--- config.mk ---
export PLATFORM = sky130hd
export DESIGN_NAME = updown_cnt_param
export DESIGN_NICKNAME = d
export VERILOG_FILES = /design/src/rtl/updown_cnt_param.sv
export SDC_FILE = /design/constraint.sdc
export NUM_CORES = 1
export LEC_CHECK = 0
export CAP_MARGIN = 25
export CORE_AREA = 2 2 39 41
export CTS_CLUSTER_SIZE = 20
export DETAILED_ROUTE_END_ITERATION = 7
export DIE_AREA = 0 0 41 43
export PLACE_DENSITY = 0.7
export RECOVER_POWER = 25
export SLEW_MARGIN = 20
export SYNTH_ARGS = -nofsm -noshare
export SYNTH_HDL_FRONTEND = slang
export SYNTH_SLANG_ARGS = --single-unit
--- constraint.sdc ---
create_clock -name clk -period 3 [get_ports clk]
set_clock_uncertainty 0.1 [all_clocks]
set_input_delay 0.75 -clock clk [delete_from_list [all_inputs] [get_ports clk]]
set_output_delay 0.75 -clock clk [all_outputs]
set_load 0.005 [all_outputs]
--- src/rtl/updown_cnt_param.sv ---
// updown_cnt_param: parametrised up/down modulo counter.
//
// Counts within 0..MODULO-1 in either direction, with synchronous parallel
// load (clamped to the top of the range) and a choice of wrap or saturate
// behaviour at the range ends. A boundary event (stepping past either end)
// raises a one-cycle terminal-count pulse and sets a sticky overflow flag.
//
// Parameters:
//   WIDTH    counter width in bits (2..32)
//   MODULO   number of counter states (2..2^WIDTH)
//   SATURATE 0 = wrap at the range ends, 1 = hold at the range ends
//
// Ports:
//   clk      rising-edge clock
//   a_reset  asynchronous active-high reset, clears all state
//   s_reset  synchronous active-high reset, clears all state
//   start    count enable, one step per clock while high
//   up       direction when stepping: 1 = increment, 0 = decrement
//   load     synchronous parallel load (wins over start)
//   load_val value to load, clamped to MODULO-1
//   count    current count (registered)
//   tc       terminal-count pulse (registered)
//   ovf      sticky boundary-hit flag (registered)

module updown_cnt_param #(
  parameter int unsigned     WIDTH    = 4,
  parameter longint unsigned MODULO   = 16,
  parameter bit              SATURATE = 1'b0
) (
  input  logic             clk,
  input  logic             a_reset,
  input  logic             s_reset,
  input  logic             start,
  input  logic             up,
  input  logic             load,
  input  logic [WIDTH-1:0] load_val,
  output logic [WIDTH-1:0] count,
  output logic             tc,
  output logic             ovf
);

  // Top of the range held at WIDTH+1 bits so MODULO = 2^WIDTH still fits.
  localparam longint unsigned MaxL   = MODULO - 1;
  localparam logic [WIDTH:0]  MaxExt = MaxL[WIDTH:0];
  localparam logic [WIDTH-1:0] MaxVal = MaxExt[WIDTH-1:0];
  localparam logic [WIDTH-1:0] One    = {{(WIDTH-1){1'b0}}, 1'b1};

  logic [WIDTH-1:0] count_q, count_d;
  logic             tc_q, tc_d;
  logic             ovf_q, ovf_d;

  logic [WIDTH:0] count_ext;
  logic [WIDTH:0] load_ext;
  logic           at_max;
  logic           at_min;
  logic           boundary;

  always_comb begin
    count_ext = {1'b0, count_q};
    load_ext  = {1'b0, load_val};
    at_max    = (count_ext == MaxExt);
    at_min    = (count_ext == '0);
    // A step that would leave the range; only meaningful in a stepping cycle.
    boundary  = up ? at_max : at_min;

    count_d = count_q;
    tc_d    = 1'b0;
    ovf_d   = ovf_q;

    if (s_reset) begin
      count_d = '0;
      ovf_d   = 1'b0;
    end else if (load) begin
      count_d = (load_ext > MaxExt) ? MaxVal : load_val;
      ovf_d   = 1'b0;
    end else if (start) begin
      if (boundary) begin
        tc_d  = 1'b1;
        ovf_d = 1'b1;
        if (SATURATE) begin
          count_d = count_q;
        end else begin
          count_d = up ? '0 : MaxVal;
        end
      end else begin
        // Range check above guarantees these never leave 0..MODULO-1.
        count_d = up ? (count_q + One) : (count_q - One);
      end
    end
  end

  always_ff @(posedge clk or posedge a_reset) begin
    if (a_reset) begin
      count_q <= '0;
      tc_q    <= 1'b0;
      ovf_q   <= 1'b0;
    end else begin
      count_q <= count_d;
      tc_q    <= tc_d;
      ovf_q   <= ovf_d;
    end
  end

  assign count = count_q;
  assign tc    = tc_q;
  assign ovf   = ovf_q;

endmodule
==> metrics <==
outcome completed; reg2reg path depth 6; Leak 0.275 nW; Mapped Cells 51; mapped cell area 435 um2; first-pass GRT wire length 1640 um; Die X 41 um; met3 Usage GRT 0.0471; die area 1760 um2; Final Setup Violations 0; Mean Syn Cell Area 8.54 um2; fmax 403 MHz; routed length per instance 11.6 um; Final WS setup 516 ps; Yosys top cell by area dfrtp_1; Synth warnings 0; sequential share of the synthesized area 0.345; Synthesized Nets 64; flop2flop setup slack 1270 ps; DRT Wirelength 987 um; Clock Tree Root clkbuf_4; Worst slew margin 0.776; total gr overflow 0; Place WS 267 ps; initial antenna violation count 0; hold_buf cts 0; H-Tree Depth 1; placed insts 82; clock latency on the worst-skew pair 250 ps; RSZ-0062 raised after global routing no; final hold viol count 0; CP Data Required Time 3030 ps; crit start category primary input; largest net degree at the start of global routing 11; CTS Buffer Depth 2; Initial Utilization 0.315; GRT Overall Usage 0.139; cts repair resizes 0; DRC 0; Pre-antenna DRT Iters 4; Tcrit/Tclk final 0.828; TritonCTS clock tree done; Via density 5.05; GP Congestion 0.778; Post-DRT Antenna Nets 0; post-route cell area 632 um2; power per cell area 388 nW/um2; share of the synthesized area in the top cell type 0.345; CP arrival 2510 ps; worst hold slack 376 ps; routed vias 429; synth top area cells dfrtp_1, a21oi_1, xnor2_1; total of fill cells in the finished design 143; count of non-filler cells in the finished layout 85; most frequent cells in the layout clkdlybuf4s50_1, nor2_1, a21oi_1, dfrtp_1, inv_1; vias in the first global route 405; Power Total 0.245 mW; Final TNS setup 0 ps; Critical Path End Type flop; Die Y 43 um; setup bufs post-CTS 0; final critical-path required period 2480 ps; hold path depth 1; Max rail drop VDD 175 uV; Slew @ Worst Pin 333 ps; kind of critical path in2reg; Sink Count 6; routing usage on met1 0.178; Yosys reg bits 6; CORE AREA 1380 um2; IO Pins 16; CTS buffer count 3; CP max FO 4; commonest non-fill, non-tap cell in the layout clkdlybuf4s50_1; Final nets 84; Hold Crit Class reg2reg; area grow syn2layout 45.1%; Slew Viols, Final 0; drt initial violations 9; n_diodes 0; Synth cell types 23; max_cap viols 0; global route hottest layer met2; # rows 14; Post-DP HPWL 760 um; routing usage on met2 0.194; Reg clk slew, reported paths 40 ps; IO Port Bufs 15; utilization after layout 0.457; dpl cell area 609 um2; share of layout cells above drive strength 1 0.130
[path summary, 6_finish.rpt]
check	start	end
worst max register to register	count[1]$_DFFE_PP0P_	count[3]$_DFFE_PP0P_
worst min-delay path	ovf$_DFFE_PP0P_	ovf$_DFFE_PP0P_
min in group asynchronous	a_reset	count[1]$_DFFE_PP0P_
max in group asynchronous	a_reset	count[3]$_DFFE_PP0P_
worst min register to register	ovf$_DFFE_PP0P_	ovf$_DFFE_PP0P_
worst max-delay path	up	count[3]$_DFFE_PP0P_
[metal layers]
metal,wire length (um),share of wire
met1,429,0.43
met2,484,0.49
met3,52,0.053
met4,21,0.021
met5,0,0
[logic make-up after synthesis]
group	count (synthesis)	share of synthesized area
and+or+nand+nor	20	0.253
muxes	1	0.0230
xor gates and xnor gates	3	0.0604
AOI/OAI and AO/OA	13	0.172
buffers and inverters	5	0.0431
DFF	6	0.345
adders and majority gates	3	0.103
[flip-flops by register name, indices dropped and copies added (netlist names)]
name and count:
count 4, ovf 1, tc 1
[synthesized netlist by cell type]
cell type  count
nor2b_1        1
o21ai_0        3
a21o_1         2
dfrtp_1        6
nor2_2         1
mux2i_1        1
nand2_1        3
ha_1           2
a21oi_2        1
nor3b_1        1
or2_2          1
or4_4          1
xnor2_1        3
nand2b_1       1
a21oi_1        6
o22ai_1        1
inv_1          4
fa_1           1
nor2_1         6
clkbuf_1       1
nor3_1         3
nor2_4         1
or3_1          1
[report_power, final]
| part | leakage, nW | switching [mW] | total [mW] | internal (mW) |
|---|---|---|---|---|
| registers | 0.0797 | 0.00826 | 0.0946 | 0.0864 |
| clock network | 0.0138 | 0.0295 | 0.0747 | 0.0453 |
| logic | 0.181 | 0.0325 | 0.0755 | 0.0430 |
[layout make-up]
cell class	count	area [um2]	share of cell area
inverters	4	15.0	0.0238
clock buffers	3	22.5	0.0356
well taps	16	20.0	0.0317
flip-flops and latches	6	150	0.238
multi-input cells	40	267	0.422
repair buffers	16	158	0.250
[critical path, cell delays in order]
cell and delay, ps:
clkdlybuf4s50_1 550, inv_1 110, ha_1 300, a21o_1 170, a21oi_1 210, xnor2_1 160, mux2i_1 200, nor2_1 60
Power figures use the tool's default switching activity.
==> variant 1, RTL diff (same settings) <==
Register the output `ovf` once more, cleared by the reset; this adds one clock of latency there. The other outputs are not delayed to match. Comments in the files are not updated.
--- a/src/rtl/updown_cnt_param.sv
+++ b/src/rtl/updown_cnt_param.sv
@@ -103,6 +103,12 @@
 
   assign count = count_q;
   assign tc    = tc_q;
-  assign ovf   = ovf_q;
+  always_ff @(posedge clk or posedge a_reset) begin
+    if (a_reset) begin
+      ovf <= '0;
+    end else begin
+      ovf <= ovf_q;
+    end
+  end
 
 endmodule
Formal check against the unedited RTL: not equivalent (a bounded check fails within 4 cycles, from zero or initial values and one cycle with a_reset high).
==> variant 1 against the original RTL <==
- register-to-register slack hardly changed
- critical path depth is 1 lower
- synthesized cell count is 2.0% lower
- largest power group unchanged
- setup slack better by 0.19 ns
- synthesized area is 9.8% higher
- wire length is 2.2% lower
- cell area is 5.5% higher
- via count is 4.9% lower
- cell count is 1.2% lower
- count of clock-buffer cells in the layout is 1 higher
- sequential cell count is 1 higher
- power is 10% higher
==> variant 1: results (changes against the original RTL) <==
FF-to-FF setup slack 1.27 ns (about the same); grt met2 use 21.56% (was 19.38%); multi-input combinational area share 39.21% (was 42.18%); clock tree cell share of total cell area 3.940% (was 3.564%); vias in the first global route 420 (was 405); worst hold slack 0.2909 ns (was 0.3759 ns); RD Place Congestion 0.8076 (was 0.7782); syn nets 63 (was 64); final worst setup slack 0.7096 ns (was 0.5158 ns); Non-clock buffer share 22.51% (was 24.95%); hold endpoint ovf$_DFF_PP0_ (was ovf$_DFFE_PP0P_); largest cells by area after synthesis dfrtp_1 37%, inv_1 7.1%, a221oi_2 6.3% (was dfrtp_1 34%, a21oi_1 6.9%, xnor2_1 6.0%); Reg2Reg Depth 4 (was 6); routing usage on met1 17.43% (was 17.82%); Clock Pin Slew Worst Setup and Hold Paths 0.05 ns; area of the multi-input gates 261.5 µm² (was 266.5 µm²); status complete, no violations (unchanged); maximum fanout along the worst path 5 (was 4); Seq area share 26.27% (was 23.76%); leak pwr 0.0002913 µW (was 0.0002748 µW); Max VDD drop 169.4 µV (was 175.2 µV); met3 wire len 30 µm (was 52 µm); largest net degree at the start of global routing 12 (was 11); worst hold path stage count 0 (was 1); Multi-input comb cells 33 (was 40); Inverters 9 (was 4); placed inst area 640.6 µm² (was 609.3 µm²); Nets 82 (was 84); GR Util met3 1.571% (was 4.712%); drt pass-1 iters 3 (was 4); DR iter-0 viols 5 (was 9); M1 WL 433 µm (was 429 µm); first-pass GRT wire length 1.649 mm (was 1.635 mm); CTS buffer count 3 (unchanged); worst r2r dst ovf_q$_DFFE_PP0P_ (was count[3]$_DFFE_PP0P_); HP Start ovf_q$_DFFE_PP0P_ (was ovf$_DFFE_PP0P_); H-tree levels 1 (unchanged); dpl hpwl 747.5 µm (was 759.8 µm); fillers 135 (was 143); Synth top cells by count 9 x inv_1, 7 x dfrtp_1, 5 x a21oi_1 (was 6 x a21oi_1, 6 x dfrtp_1, 6 x nor2_1); CP arrival 2.33 ns (was 2.51 ns); CP peak stage delay 0.58 ns (was 0.55 ns); WL met2 492 µm (was 484 µm); Routed WL 965 µm (was 987 µm); Main synth FF type dfrtp_1 (unchanged); dpl cells 80 (was 82); Routed WL per cell 11.49 µm (was 11.61 µm); dpl ws 0.4314 ns (was 0.2666 ns); Non-CTS buffers 15 (was 16); synthesized flop and latch total 7 (was 6); Vias per Instance 4.857 (was 5.047); share of cells above drive strength 1 14.71% (was 13.04%); CLK BUF 4 (was 3)
## variant 1: cell count changes after synthesis, sizes merged, moves of 2 or more
cell    before  now
inv          4    9
a21oi        7    5
nand2        3    1
a221oi       0    2
nor2         8    4
o211ai       0    2
## variant 1: cells by family (layout without fill, tap and decap cells)
logic type / after synthesis / count (layout) / synth area share, %
compound gates: 13 / 13 / 20.94
simple gates: 13 / 13 / 17.02
buf+inv: 10 / 28 / 8.639
flops: 7 / 7 / 36.65
xor+xnor: 4 / 4 / 7.331
fa+ha+maj: 3 / 3 / 9.423
## variant 1: power by group through the flow
| stage | logic, µW | registers (µW) | clock network [µW] |
|---|---|---|---|
| 2_1_floorplan | 42.0 | 109 | 0 |
| 3_5_place_dp | 73.1 | 111 | 0 |
| 6_report | 72.5 | 109 | 88.5 |
| 3_3_place_gp | 71.8 | 110 | 0 |
| 4_1_cts | 73.7 | 109 | 88.7 |
| 5_1_grt | 82.2 | 110 | 96.3 |
==> variant 2, RTL diff (same flow settings) <==
Without the edit above. Change the parameter `SATURATE` from 1'b0 to 1'b1.
--- a/src/rtl/updown_cnt_param.sv
+++ b/src/rtl/updown_cnt_param.sv
@@ -25,7 +25,7 @@
 module updown_cnt_param #(
   parameter int unsigned     WIDTH    = 4,
   parameter longint unsigned MODULO   = 16,
-  parameter bit              SATURATE = 1'b0
+  parameter bit              SATURATE = 1'b1
 ) (
   input  logic             clk,
   input  logic             a_reset,
Check against the original RTL: not equivalent (Yosys sat finds a counterexample within 4 cycles, from zero or initial values and one cycle with a_reset high).
==> variant 2 against the original RTL <==
- critical path depth is 1 lower
- cell area is 5.3% lower
- fmax is 4.5% lower
- utilization is 2.4 points lower
- synthesized area is 6.9% lower
- largest cell class unchanged
- sequential cell count stayed put
- setup slack worse by 0.12 ns
- clock power is 4.6% lower
- first-iteration DRC count is 67% lower
- power is 3.8% lower
- wire length is 6.3% lower
==> variant 2: results (changes against the original RTL) <==
DR iter-0 viols 3 (was 9); port buffer count 15 (unchanged); routing usage on met1 16.67% (was 17.82%); largest net degree at the start of global routing 7 (was 11); Nets 74 (was 84); leak pwr 0.0002508 µW (was 0.0002748 µW); GR Util met3 1.571% (was 4.712%); vias in the first global route 384 (was 405); dpl hpwl 764.9 µm (was 759.8 µm); Clock Tree Root clkbuf_4 (unchanged); CTS buffer count 3 (unchanged); first-pass GRT wire length 1.628 mm (was 1.635 mm); clk buf depth 2 (unchanged); status complete, no violations (unchanged); Largest register FFs 4 (unchanged); initial antenna violation count 0 (unchanged); Psw 64.08 µW (was 70.26 µW); post-CTS setup buffer count 0 (unchanged); share of cells above drive strength 1 11.86% (was 13.04%); GRT Total Usage 13.81% (was 13.87%); post-cts sizing count 0 (unchanged); relative slew slack 80.77% (was 77.61%); fillers 137 (was 143); Post-synth ARST share 100.0% (unchanged); Skew-Pair Late Insertion Delay 0.24 ns; Seq/Total Area, Yosys 37.04% (was 34.48%); largest cells by area after synthesis dfrtp_1 37%, a21oi_1 6.2%, ha_1 6.2% (was dfrtp_1 34%, a21oi_1 6.9%, xnor2_1 6.0%); ant diodes 0 (unchanged); placed inst area 575.6 µm² (was 609.3 µm²); Hold Path Class flip-flop to flip-flop (unchanged); Max VDD drop 198.9 µV (was 175.2 µV); CP arrival 2.63 ns (was 2.51 ns); dpl ws 0.1471 ns (was 0.2666 ns); grt met2 use 22.19% (was 19.38%); drt pass-1 iters 3 (was 4); crit path max-delay cell type clkdlybuf4s50_1 (unchanged); RD Place Congestion 0.7234 (was 0.7782); grt ovf 0 (unchanged); via count 372 (was 429); Clock Pin Slew Worst Setup and Hold Paths 0.04 ns (about the same); synthesis warning total 0 (unchanged); Main synth FF type dfrtp_1 (unchanged); Routed WL 925 µm (was 987 µm); CP peak stage delay 0.50 ns (was 0.55 ns); H-tree levels 1 (unchanged); maximum fanout along the worst path 5 (was 4); Synth top cells by count 6 x dfrtp_1, 5 x a21oi_1, 4 x nor2_1 (was 6 x a21oi_1, 6 x dfrtp_1, 6 x nor2_1); syn nets 54 (was 64); Cell variety after synth 20 (was 23)
-- variant 2: cell count changes in the layout (fill, tap and decap cells not counted), moves of 2 or more --
cell      before  now
nand3_1        0    2
nor2_1         6    4
a211oi_1       0    2
o21ai_0        3    1
a21o_1         2    0
-- variant 2: stage by stage --
step / hold slack (ns) / util [%] / total power (µW) / cells
global route: 0.5521 / 43.22 / 254.3 / 75
CTS: 0.4753 / 43.22 / 241.1 / 75
floorplan: 0.4381 / - / 132.5 / 41
global placement: 0.4669 / 41.59 / 165.3 / 72
finish: 0.4640 / 43.22 / 235.6 / 75
detailed placement: 0.4697 / 41.59 / 166.4 / 72
-- variant 2: routing by layer --
layer	part of all wire (%)	wire length, µm
met1	44	404
met2	55	510
met3	1.1	10
met4	0	0
met5	0	0
-- variant 2: layout make-up --
| cell class | instances | share of cell area [%] |
|---|---|---|
| inverters | 3 | 1.883 |
| flip-flops and latches | 6 | 25.10 |
| clock buffers | 3 | 3.766 |
| repair buffers | 15 | 25.10 |
| well taps | 16 | 3.347 |
| multi-input cells | 32 | 40.79 |
-- variant 2: kinds of logic (layout without fill, tap and decap cells) --
kind of cell | count (synthesis) | in the layout | share of synthesized area, %
AOI/OAI and AO/OA | 13 | 13 | 26.54
and+or+nand+nor | 13 | 13 | 15.74
DFF | 6 | 6 | 37.04
adders and majority gates | 3 | 3 | 11.11
buffers and inverters | 3 | 21 | 2.778
xor gates and xnor gates | 2 | 2 | 4.322
muxes | 1 | 1 | 2.469
-- variant 2: worst max-delay path, delay by kind of cell --
| family | cells | cell delay [ns] |
|---|---|---|
| buffers and inverters | 2 | 0.62 |
| AO/OA/AOI/OAI | 4 | 0.91 |
| adder cells (fa/ha/maj) | 1 | 0.35 |
-- variant 2: final timing paths --
kind / depth (start not counted) / from / slack (ns) / to
hold reg to reg: 2 / ovf$_DFFE_PP0P_ / 0.46 / ovf$_DFFE_PP0P_
min in group asynchronous: 2 / a_reset / 0.75 / count[1]$_DFFE_PP0P_
max in group asynchronous: 2 / a_reset / 1.86 / count[2]$_DFFE_PP0P_
hold / removal: 2 / ovf$_DFFE_PP0P_ / 0.46 / ovf$_DFFE_PP0P_
setup / recovery: 7 / up / 0.40 / count[3]$_DFFE_PP0P_
setup reg to reg: 4 / count[0]$_DFFE_PP0P_ / 0.96 / count[3]$_DFFE_PP0P_
-- variant 2: power groups by stage --
| stage | logic [µW] | clock network (µW) | registers (µW) |
|---|---|---|---|
| 5_1_grt | 76.9 | 80.7 | 96.7 |
| 3_5_place_dp | 69.7 | 0 | 96.7 |
| 4_1_cts | 70.1 | 75.4 | 95.6 |
| 2_1_floorplan | 37.3 | 0 | 95.2 |
| 3_3_place_gp | 68.7 | 0 | 96.6 |
| 6_report | 68.8 | 71.3 | 95.5 |
